==> src/rtl/nw_vc_alloc_tracked.sv <==
// Virtual-channel allocator: one round-robin arbiter per output port binds a requesting input VC
// to the lowest free output VC and tracks output-VC busy state. Optional: NW_VCA_PRIORITY_EN.
module nw_vc_alloc_tracked #(
  parameter int np  = 5,
  parameter int nv  = 4,
  parameter int nvw = 2
`ifdef NW_VCA_PRIORITY_EN
  ,
  parameter int pw  = 2
`endif
) (
  input  logic                  clk,
  input  logic                  rst_n,
  input  logic [np*nv*np-1:0]   req,
`ifdef NW_VCA_PRIORITY_EN
  input  logic [np*nv*pw-1:0]   req_pri,
`endif
  input  logic [np*nv-1:0]      vc_release,
  output logic [np*nv-1:0]      gnt,
  output logic [np*nv*nvw-1:0]  gnt_ovc,
  output logic [np*nv-1:0]      ovc_busy
);

  localparam int ni = np * nv;
  localparam int iw = (ni > 1) ? $clog2(ni) : 1;

  logic [ni-1:0]               gnt_q, gnt_d;
  logic [ni*nvw-1:0]           gnt_ovc_q, gnt_ovc_d;
  logic [ni-1:0]               ovc_busy_q, ovc_busy_d;
  logic [np-1:0][iw-1:0]       ptr_q, ptr_d;

  logic [np-1:0]               op_fire;
  logic [np-1:0][iw-1:0]       op_win;
  logic [np-1:0][nvw-1:0]      op_ovc;

  genvar gi;
  generate
    for (gi = 0; gi < np; gi++) begin : g_op
      logic [ni-1:0]  cand;
      logic [ni-1:0]  elig;
      logic [nv-1:0]  free_vec;
      logic           found;
      logic [iw-1:0]  win;
      logic [nvw-1:0] ovc;

      // A requester whose grant is visible this cycle is dropping its request; ignore it.
      always_comb begin
        for (int k = 0; k < ni; k++) begin
          cand[k] = req[k*np+gi] & ~gnt_q[k];
        end
        free_vec = ~ovc_busy_q[gi*nv +: nv];
      end

`ifdef NW_VCA_PRIORITY_EN
      logic [pw-1:0] max_pri;
      always_comb begin
        max_pri = '0;
        for (int k = 0; k < ni; k++) begin
          if (cand[k] && (req_pri[k*pw +: pw] > max_pri)) max_pri = req_pri[k*pw +: pw];
        end
        for (int k = 0; k < ni; k++) begin
          elig[k] = cand[k] && (req_pri[k*pw +: pw] == max_pri);
        end
      end
`else
      assign elig = cand;
`endif

      always_comb begin
        int idx;
        found = 1'b0;
        win   = '0;
        ovc   = '0;
        for (int off = 0; off < ni; off++) begin
          idx = int'(ptr_q[gi]) + off;
          if (idx >= ni) idx = idx - ni;
          if (!found && elig[idx]) begin
            found = 1'b1;
            win   = iw'(idx);
          end
        end
        // Descending scan leaves the lowest free index.
        for (int v = nv - 1; v >= 0; v--) begin
          if (free_vec[v]) ovc = nvw'(v);
        end
      end

      assign op_fire[gi] = found & (|free_vec);
      assign op_win[gi]  = win;
      assign op_ovc[gi]  = ovc;
    end
  endgenerate

  // Allocation reads the pre-release busy vector; a VC freed this cycle is grantable next cycle.
  always_comb begin
    gnt_d      = '0;
    gnt_ovc_d  = '0;
    ovc_busy_d = ovc_busy_q & ~vc_release;
    ptr_d      = ptr_q;
    for (int op = 0; op < np; op++) begin
      if (op_fire[op]) begin
        gnt_d[op_win[op]]                          = 1'b1;
        gnt_ovc_d[int'(op_win[op])*nvw +: nvw]     = op_ovc[op];
        ovc_busy_d[op*nv + int'(op_ovc[op])]       = 1'b1;
        ptr_d[op] = (op_win[op] == iw'(ni - 1)) ? '0 : op_win[op] + 1'b1;
      end
    end
  end

  always_ff @(posedge clk or negedge rst_n) begin
    if (!rst_n) begin
      gnt_q      <= '0;
      gnt_ovc_q  <= '0;
      ovc_busy_q <= '0;
      ptr_q      <= '0;
    end else begin
      gnt_q      <= gnt_d;
      gnt_ovc_q  <= gnt_ovc_d;
      ovc_busy_q <= ovc_busy_d;
      ptr_q      <= ptr_d;
    end
  end

  assign gnt      = gnt_q;
  assign gnt_ovc  = gnt_ovc_q;
  assign ovc_busy = ovc_busy_q;

endmodule
==> config.mk <==
export PLATFORM = sky130hd
export DESIGN_NAME = nw_vc_alloc_tracked
export DESIGN_NICKNAME = d
export VERILOG_FILES = /design/src/rtl/nw_vc_alloc_tracked.sv
export SDC_FILE = /design/constraint.sdc
export NUM_CORES = 2
export LEC_CHECK = 0
export ABC_AREA = 1
export BUFFER_PORTS_ARGS = -buffer_cell sky130_fd_sc_hd__buf_2
export CORE_UTILIZATION = 50
export CTS_BUF_LIST = sky130_fd_sc_hd__clkbuf_4 sky130_fd_sc_hd__clkbuf_8
export CTS_CLUSTER_DIAMETER = 120
export DETAILED_ROUTE_END_ITERATION = 6
export PLACE_DENSITY_LB_ADDON = 0.15
export SETUP_SLACK_MARGIN = 0.2
export SLEW_MARGIN = 20
export SYNTH_ARGS = -nofsm -noshare
export SYNTH_HDL_FRONTEND = slang
export SYNTH_SLANG_ARGS = --single-unit
export TNS_END_PERCENT = 100
==> constraint.sdc <==
create_clock -name clk -period 7.8 [get_ports clk]
set_clock_uncertainty 0.15 [all_clocks]
set_input_delay 0.39 -clock clk [delete_from_list [all_inputs] [get_ports clk]]
set_output_delay 0.39 -clock clk [all_outputs]
set_load 0.02 [all_outputs]
== Word-level counts from Yosys, hierarchy flattened ==
Cells that the tools add are included.

* Input port bits: 122
* Output and inout bits: 80
* Flip-flop bits (word level): 105

* Bitwise logic cells: 142
* Add/subtract/negate cells: 209
* Shift operators: 10
* Mux-type cells: 664
* Reduce and logical (&&, ||, !) cells: 205
* Equal/unequal tests: 5
* Order comparisons: 220

{| class="wikitable"
|+ Operator list
! cell !! count
|-
| less-than comparator 32 x 7 -> 1 bit (second input constant) || 100
|-
| two-way mux 32 bit || 100
|-
| subtractor 6 x 5 -> 7 bit (second input constant) || 95
|-
| greater-or-equal comparator 6 x 5 -> 1 bit (second input constant) || 95
|-
| two-way mux 5 bit || 105
|-
| binary-select mux 1 bit (select 5 bit) || 100
|-
| two-way mux 1 bit || 310
|-
| adder 5 x 4 -> 6 bit (second input constant) || 40
|-
| two-way mux 20 bit || 10
|-
| two-way mux 40 bit || 5
|-
| variable shift 2 x 33 -> 40 bit (first input constant) || 5
|-
| variable part select 2 x 33 -> 40 bit || 5
|-
| negation 6 -> 33 bit || 5
|-
| bitwise mux 40 bit || 4
|-
| OR 20 bit || 8
|-
| adder 5 x 3 -> 6 bit (second input constant) || 20
|-
| adder 5 x 5 -> 6 bit (second input constant) || 20
|-
| AND 1 bit || 105
|-
| logical AND 1 bit || 105
|-
| logical NOT 1 bit || 95
|-
| adder 5 x 2 -> 6 bit (second input constant) || 10
|-
| demux 1 bit (select 5 bit) || 9
|-
| less-than comparator 5 x 6 -> 1 bit (second input constant) || 7
|-
| AND 40 bit || 1
|-
| 23 further kinds || 96
|}

== Longest topological paths before layout ==
* Depth after elaboration: 76
* Depth in mapped cells: 58
* Mapped depth without buffers: 54

== Worst setup path after synthesis ==
No wires, ideal clock.

* Kind: register to register
* From: register ptr_q[21] in the netlist's numbering
* To: register gnt_ovc_q[36] (netlist: gnt_ovc[36])
* Path buffers: 2
* Stages on the path, launching flop included: 39
* Arrival: 6.262 ns
* Setup time: 0.113 ns
* Path slack: 1.275 ns
* Required time: 7.537 ns
* Path through: dfrtp_1 buf_2 clkinv_1 clkbuf_1 ha_1 nand2_1 xor2_1 inv_1 ha_1 nand2_1 nand2_1 o21ai_1 nand2_1 xor2_1 o21ai_0 mux2_2 nand2_1 o21ai_1 [... 3 more ...] nand4_2 nor2_2 nand4_2 nor2_4 nand2_1 nand3_2 inv_1 ha_1 nand3_1 inv_1 ha_1 inv_1 nand2_1 nor2_1 nand3_1 or2_0 nand2_1 inv_1

* Cells in the longest elaborated chain, start to end: 67
* Elaborated cells on any way between the ends: 223
* Classes of those cells: add/sub: 40; order compare: 20; shift: 2; mux: 122; bitwise: 1; reduce/logical: 38

{| class="wikitable"
|+ Ends and longest elaborated chain
! what !! line !! text
|-
| start: declaration || 30 || <nowiki>logic [np-1:0][iw-1:0] ptr_q, ptr_d;</nowiki>
|-
| start signal: assignment || 120 || <nowiki>ptr_q <= ptr_d;</nowiki>
|-
| parallel branches: the longest is 66 deep, another holds subtractor 6 x 5 -> 7 bit || n/a ||
|-
| two-way mux 40 bit (*) || 101 || <nowiki>if (op_fire[op]) begin</nowiki>
|-
| named net gnt_ovc_d[36] || 28 || <nowiki>logic [ni*nvw-1:0] gnt_ovc_q, gnt_ovc_d;</nowiki>
|-
| end signal: assignment || 118 || <nowiki>gnt_ovc_q <= gnt_ovc_d;</nowiki>
|-
| end: declaration || 28 ||
|}

Mark *: on every way through the listed nets, which the timed path passes. The select of a mux whose other input is x is not followed.
A chain may end at the register's enable or synchronous reset.

== Worst setup path after layout ==
* From: register ptr_q[11] in the netlist's numbering
* To: register gnt_ovc_q[31] (netlist: gnt_ovc[31])

* Cells in the longest elaborated chain, start to end: 71
* Elaborated cells on any way between the ends: 227
* Classes of those cells: add/sub: 40; order compare: 20; shift: 2; mux: 126; bitwise: 1; reduce/logical: 38

{| class="wikitable"
|+ Ends and longest elaborated chain
! what !! line !! text
|-
| parallel branches: the longest is 66 deep, another holds subtractor 6 x 5 -> 7 bit || n/a ||
|-
| two-way mux 40 bit (*) || 101 ||
|-
| bitwise mux 40 bit || 103 || <nowiki>gnt_ovc_d[int'(op_win[op])*nvw +: nvw] = op_ovc[op];</nowiki>
|-
| two-way mux 40 bit (*) || 101 ||
|-
| bitwise mux 40 bit || 103 ||
|-
| two-way mux 40 bit (*) || 101 ||
|-
| named net gnt_ovc_d[31] || 28 ||
|}

Marks and branches as above.

==> metrics <==
status=finished clean; EDFF count, synth=0; worst r2r src=ptr_q[11]; Post-Syn Area=0.03399 mm²; Routed WL per cell=20.39 µm; first-pass GRT wire length=223800 µm; critical path depth=38; Most Crowded Layer GR=met2; slowest stage delay, CP=580 ps; Critical Path RT=8000 ps; hold_sp=vc_release[4]; Core ar.=around 0.067 mm²; top_reg_cell synth=dfrtp_1; fraction of layout cells with a size suffix above 1=11.70%; footprint of the multi-input gates=0.02730 mm²; Clock transition at path regs=140 ps; vias in the first global route=38.03k; Root Buffer=clkbuf_8; Synth async-reset ratio=100.0%; crit start category=flip-flop; R2R Setup Slk=620 ps; Distinct cells, synth=82; cell row count=95; Worst-Skew Late Latency=460 ps; initial antenna violation count=4; Ports=between 200 and 250; largest net degree at the start of global routing=74; Max-cap violations=0; crit share post-route=between 90% and 100%; yosys warns=0; count of final hold-check violations=0; GR Util met1=56.97%; post-route DRC violation count=0; clock buffer depth=2; Overall Global Routing Usage=41.24%; Vias/cell=~6; Post-Syn Instances=a little over 6k; Routed WL=148100 µm; port buffer count=~200; Die Area=0.06902 mm²; DR iter-0 viols=around 5.3k; sequential area share after synthesis=7.731%; crit path time final=7182 ps; maximum level of the CTS H-tree=3; GP Congestion=1.049; post-route setup TNS=0 ps; Reg area=0.002639 mm²; fill count=about 7.3k; initial core utilization=50.61%; RR Endpoint=gnt_ovc[31]; DR pass1 iterations=7; CP dominant cell by count=inv_1; global route overflow=0; Worst slew margin=28.69%; Avg Cell Area, Syn=5.542 µm²; TritonCTS clock tree=done; Buf/Inv on CP=9; Hold EP=ovc_busy[4]; CP max-delay cell=inv_1; Synth Net Count=roughly 6.5k; CP max FO=20; Critical Path AT=7380 ps; clock sinks=around 110; Final setup viols=0; DRT antenna net count=0; worst reg-to-reg path cell count=38; kind of critical path=flip-flop to flip-flop; vias=42.93k; met2 Resource Use GR=62.84%; Die Y=262.7 µm; Slew Limit Fails=0; CTS buffer count=9; critical path's top delay family=simple AND/OR/NAND/NOR gates; Die W=262.7 µm; Worst-Margin Slew=1058 ps; unrepaired setup endpoints after global routing=yes; HPWL after DPL=122600 µm; crit path capture type=flip-flop; Fmax=139.2 MHz; M3 GR Usage=6.606%; Yosys reg bits=105; hold crit path type=input port to flip-flop; hold path cells=4; layout overhead on the synthesized area=9.104%; Net count, final=6752
[synth_stat cells, types with 12 or more instances]
| library cell | instances | area [µm²] |
|---|---|---|
| a21oi_1 | 213 | 1066 |
| a31o_2 | 14 | 122.6 |
| a31oi_1 | 29 | 181.4 |
| buf_2 | 57 | 285.3 |
| buf_4 | 20 | 150.1 |
| clkbuf_1 | 37 | 138.9 |
| clkinv_1 | 23 | 86.33 |
| dfrtp_1 | 105 | 2628 |
| ha_1 | 243 | 3040 |
| inv_1 | 832 | 3123 |
| inv_2 | 59 | 221.5 |
| mux2i_1 | 16 | 160.2 |
| nand2_1 | 1719 | 6452 |
| nand2_2 | 53 | 331.6 |
| nand3_1 | 715 | 3578 |
| nand3_2 | 21 | 210.2 |
| nand3b_1 | 21 | 157.7 |
| nand4_1 | 143 | 894.6 |
| nand4_2 | 14 | 175.2 |
| nor2_1 | 543 | 2038 |
| nor2_2 | 44 | 275.3 |
| nor2_4 | 32 | 360.4 |
| nor3_1 | 91 | 455.4 |
| nor4_1 | 18 | 112.6 |
| o211ai_1 | 77 | 578.1 |
| o21a_1 | 43 | 322.8 |
| o21ai_0 | 417 | 2087 |
| o21ai_1 | 68 | 340.3 |
| o22ai_1 | 27 | 168.9 |
| o31ai_1 | 23 | 172.7 |
| o32ai_1 | 16 | 140.1 |
| or2_2 | 21 | 131.4 |
| xnor2_1 | 33 | 289.0 |
| xor2_1 | 174 | 1524 |
| xor2_2 | 12 | 195.2 |
[cells in the final DEF (no fill, tap or decap), types with 143 or more instances in the layout]
cell     Yosys  layout
nand4_1    143     143
nand3_1    715     714
buf_2       57     200
nand2_1   1719    1716
buf_4       20     150
o21ai_0    417     408
ha_1       243     237
a21oi_1    213     213
inv_1      832     830
nor2_1     543     538
xor2_1     174     171
[registers in the layout (all words and copies together), names as in the netlist]
register	count
ovc_busy	20
gnt	20
gnt_ovc	40
ptr_q	25
[layer usage]
metal	vias up	wire length, µm
met5	-	31
met4	4	7260
met3	351	16540
met2	2381	61460
met1	19545	62850
li1	20649	-
[through the flow]
step	util, %	hold slack (ps)	std cells	instance area, µm²	setup slack, ps
floorplan	-	-55.59	6133	33990	1275
global placement	54.21	207.6	7213	36400	476.7
detailed placement	54.21	213.4	7213	36400	469.0
CTS	54.79	2.041	7248	36800	415.3
global route	55.21	43.19	7265	37080	160.3
finish	55.22	7.191	7266	37080	618.0
[timing repair]
action                                  CTS  global route
setup buffers                             0            16
hold buffers                             19             0
endpoints found under the setup margin    0            40
resized for setup                         0            52
hold endpoints to repair                 50             0
[cell families (layout without fill, tap and decap cells)]
| group | count (synthesis) | after routing | synth area share, % |
|---|---|---|---|
| AO/OA/AOI/OAI | 998 | 998 | 17.24 |
| XOR/XNOR | 230 | 230 | 6.634 |
| adder cells (fa/ha/maj) | 243 | 243 | 8.946 |
| buffers and inverters | 1052 | 1310 | 12.33 |
| flip-flops | 105 | 105 | 7.731 |
| multiplexers | 19 | 19 | 0.5706 |
| other | 0 | 1 | 0 |
| AND/OR/NAND/NOR | 3486 | 3487 | 46.54 |
[worst reg2reg max path: cells and delay by family, from the launching register on]
family,cells,cell delay (ps)
and+or+nand+nor,23,3250
AOI/OAI and AO/OA,3,620
adders and majority gates,3,890
DFF,1,380
buffers and inverters,9,1780
[how the worst max path moves through the flow]
stage             endpoint  startpoint  slack (ps)
5_1_grt         gnt_ovc[0]    ptr_q[6]         160
3_3_place_gp    gnt_ovc[8]   ptr_q[17]         480
2_1_floorplan  gnt_ovc[36]   ptr_q[21]        1270
4_1_cts        gnt_ovc[16]   ptr_q[16]         420
6_report       gnt_ovc[31]   ptr_q[11]         620
3_5_place_dp   gnt_ovc[16]   ptr_q[16]         470
[final cells by class]
type                            count  share of cell area (%)
Sequential cell                   105                   7.116
Tap cell                          873                   2.946
Antenna cell                        1                0.006748
Timing Repair Buffer              371                   6.310
Multi-Input combinational cell   4977                   73.62
Clock inverter                      7                  0.2193
Clock buffer                        9                  0.3340
Inverter                          923                   9.448
Power is left out: the tool's default activity adds up to more than one toggle a clock period on the data nets, which glitch-free logic cannot reach.
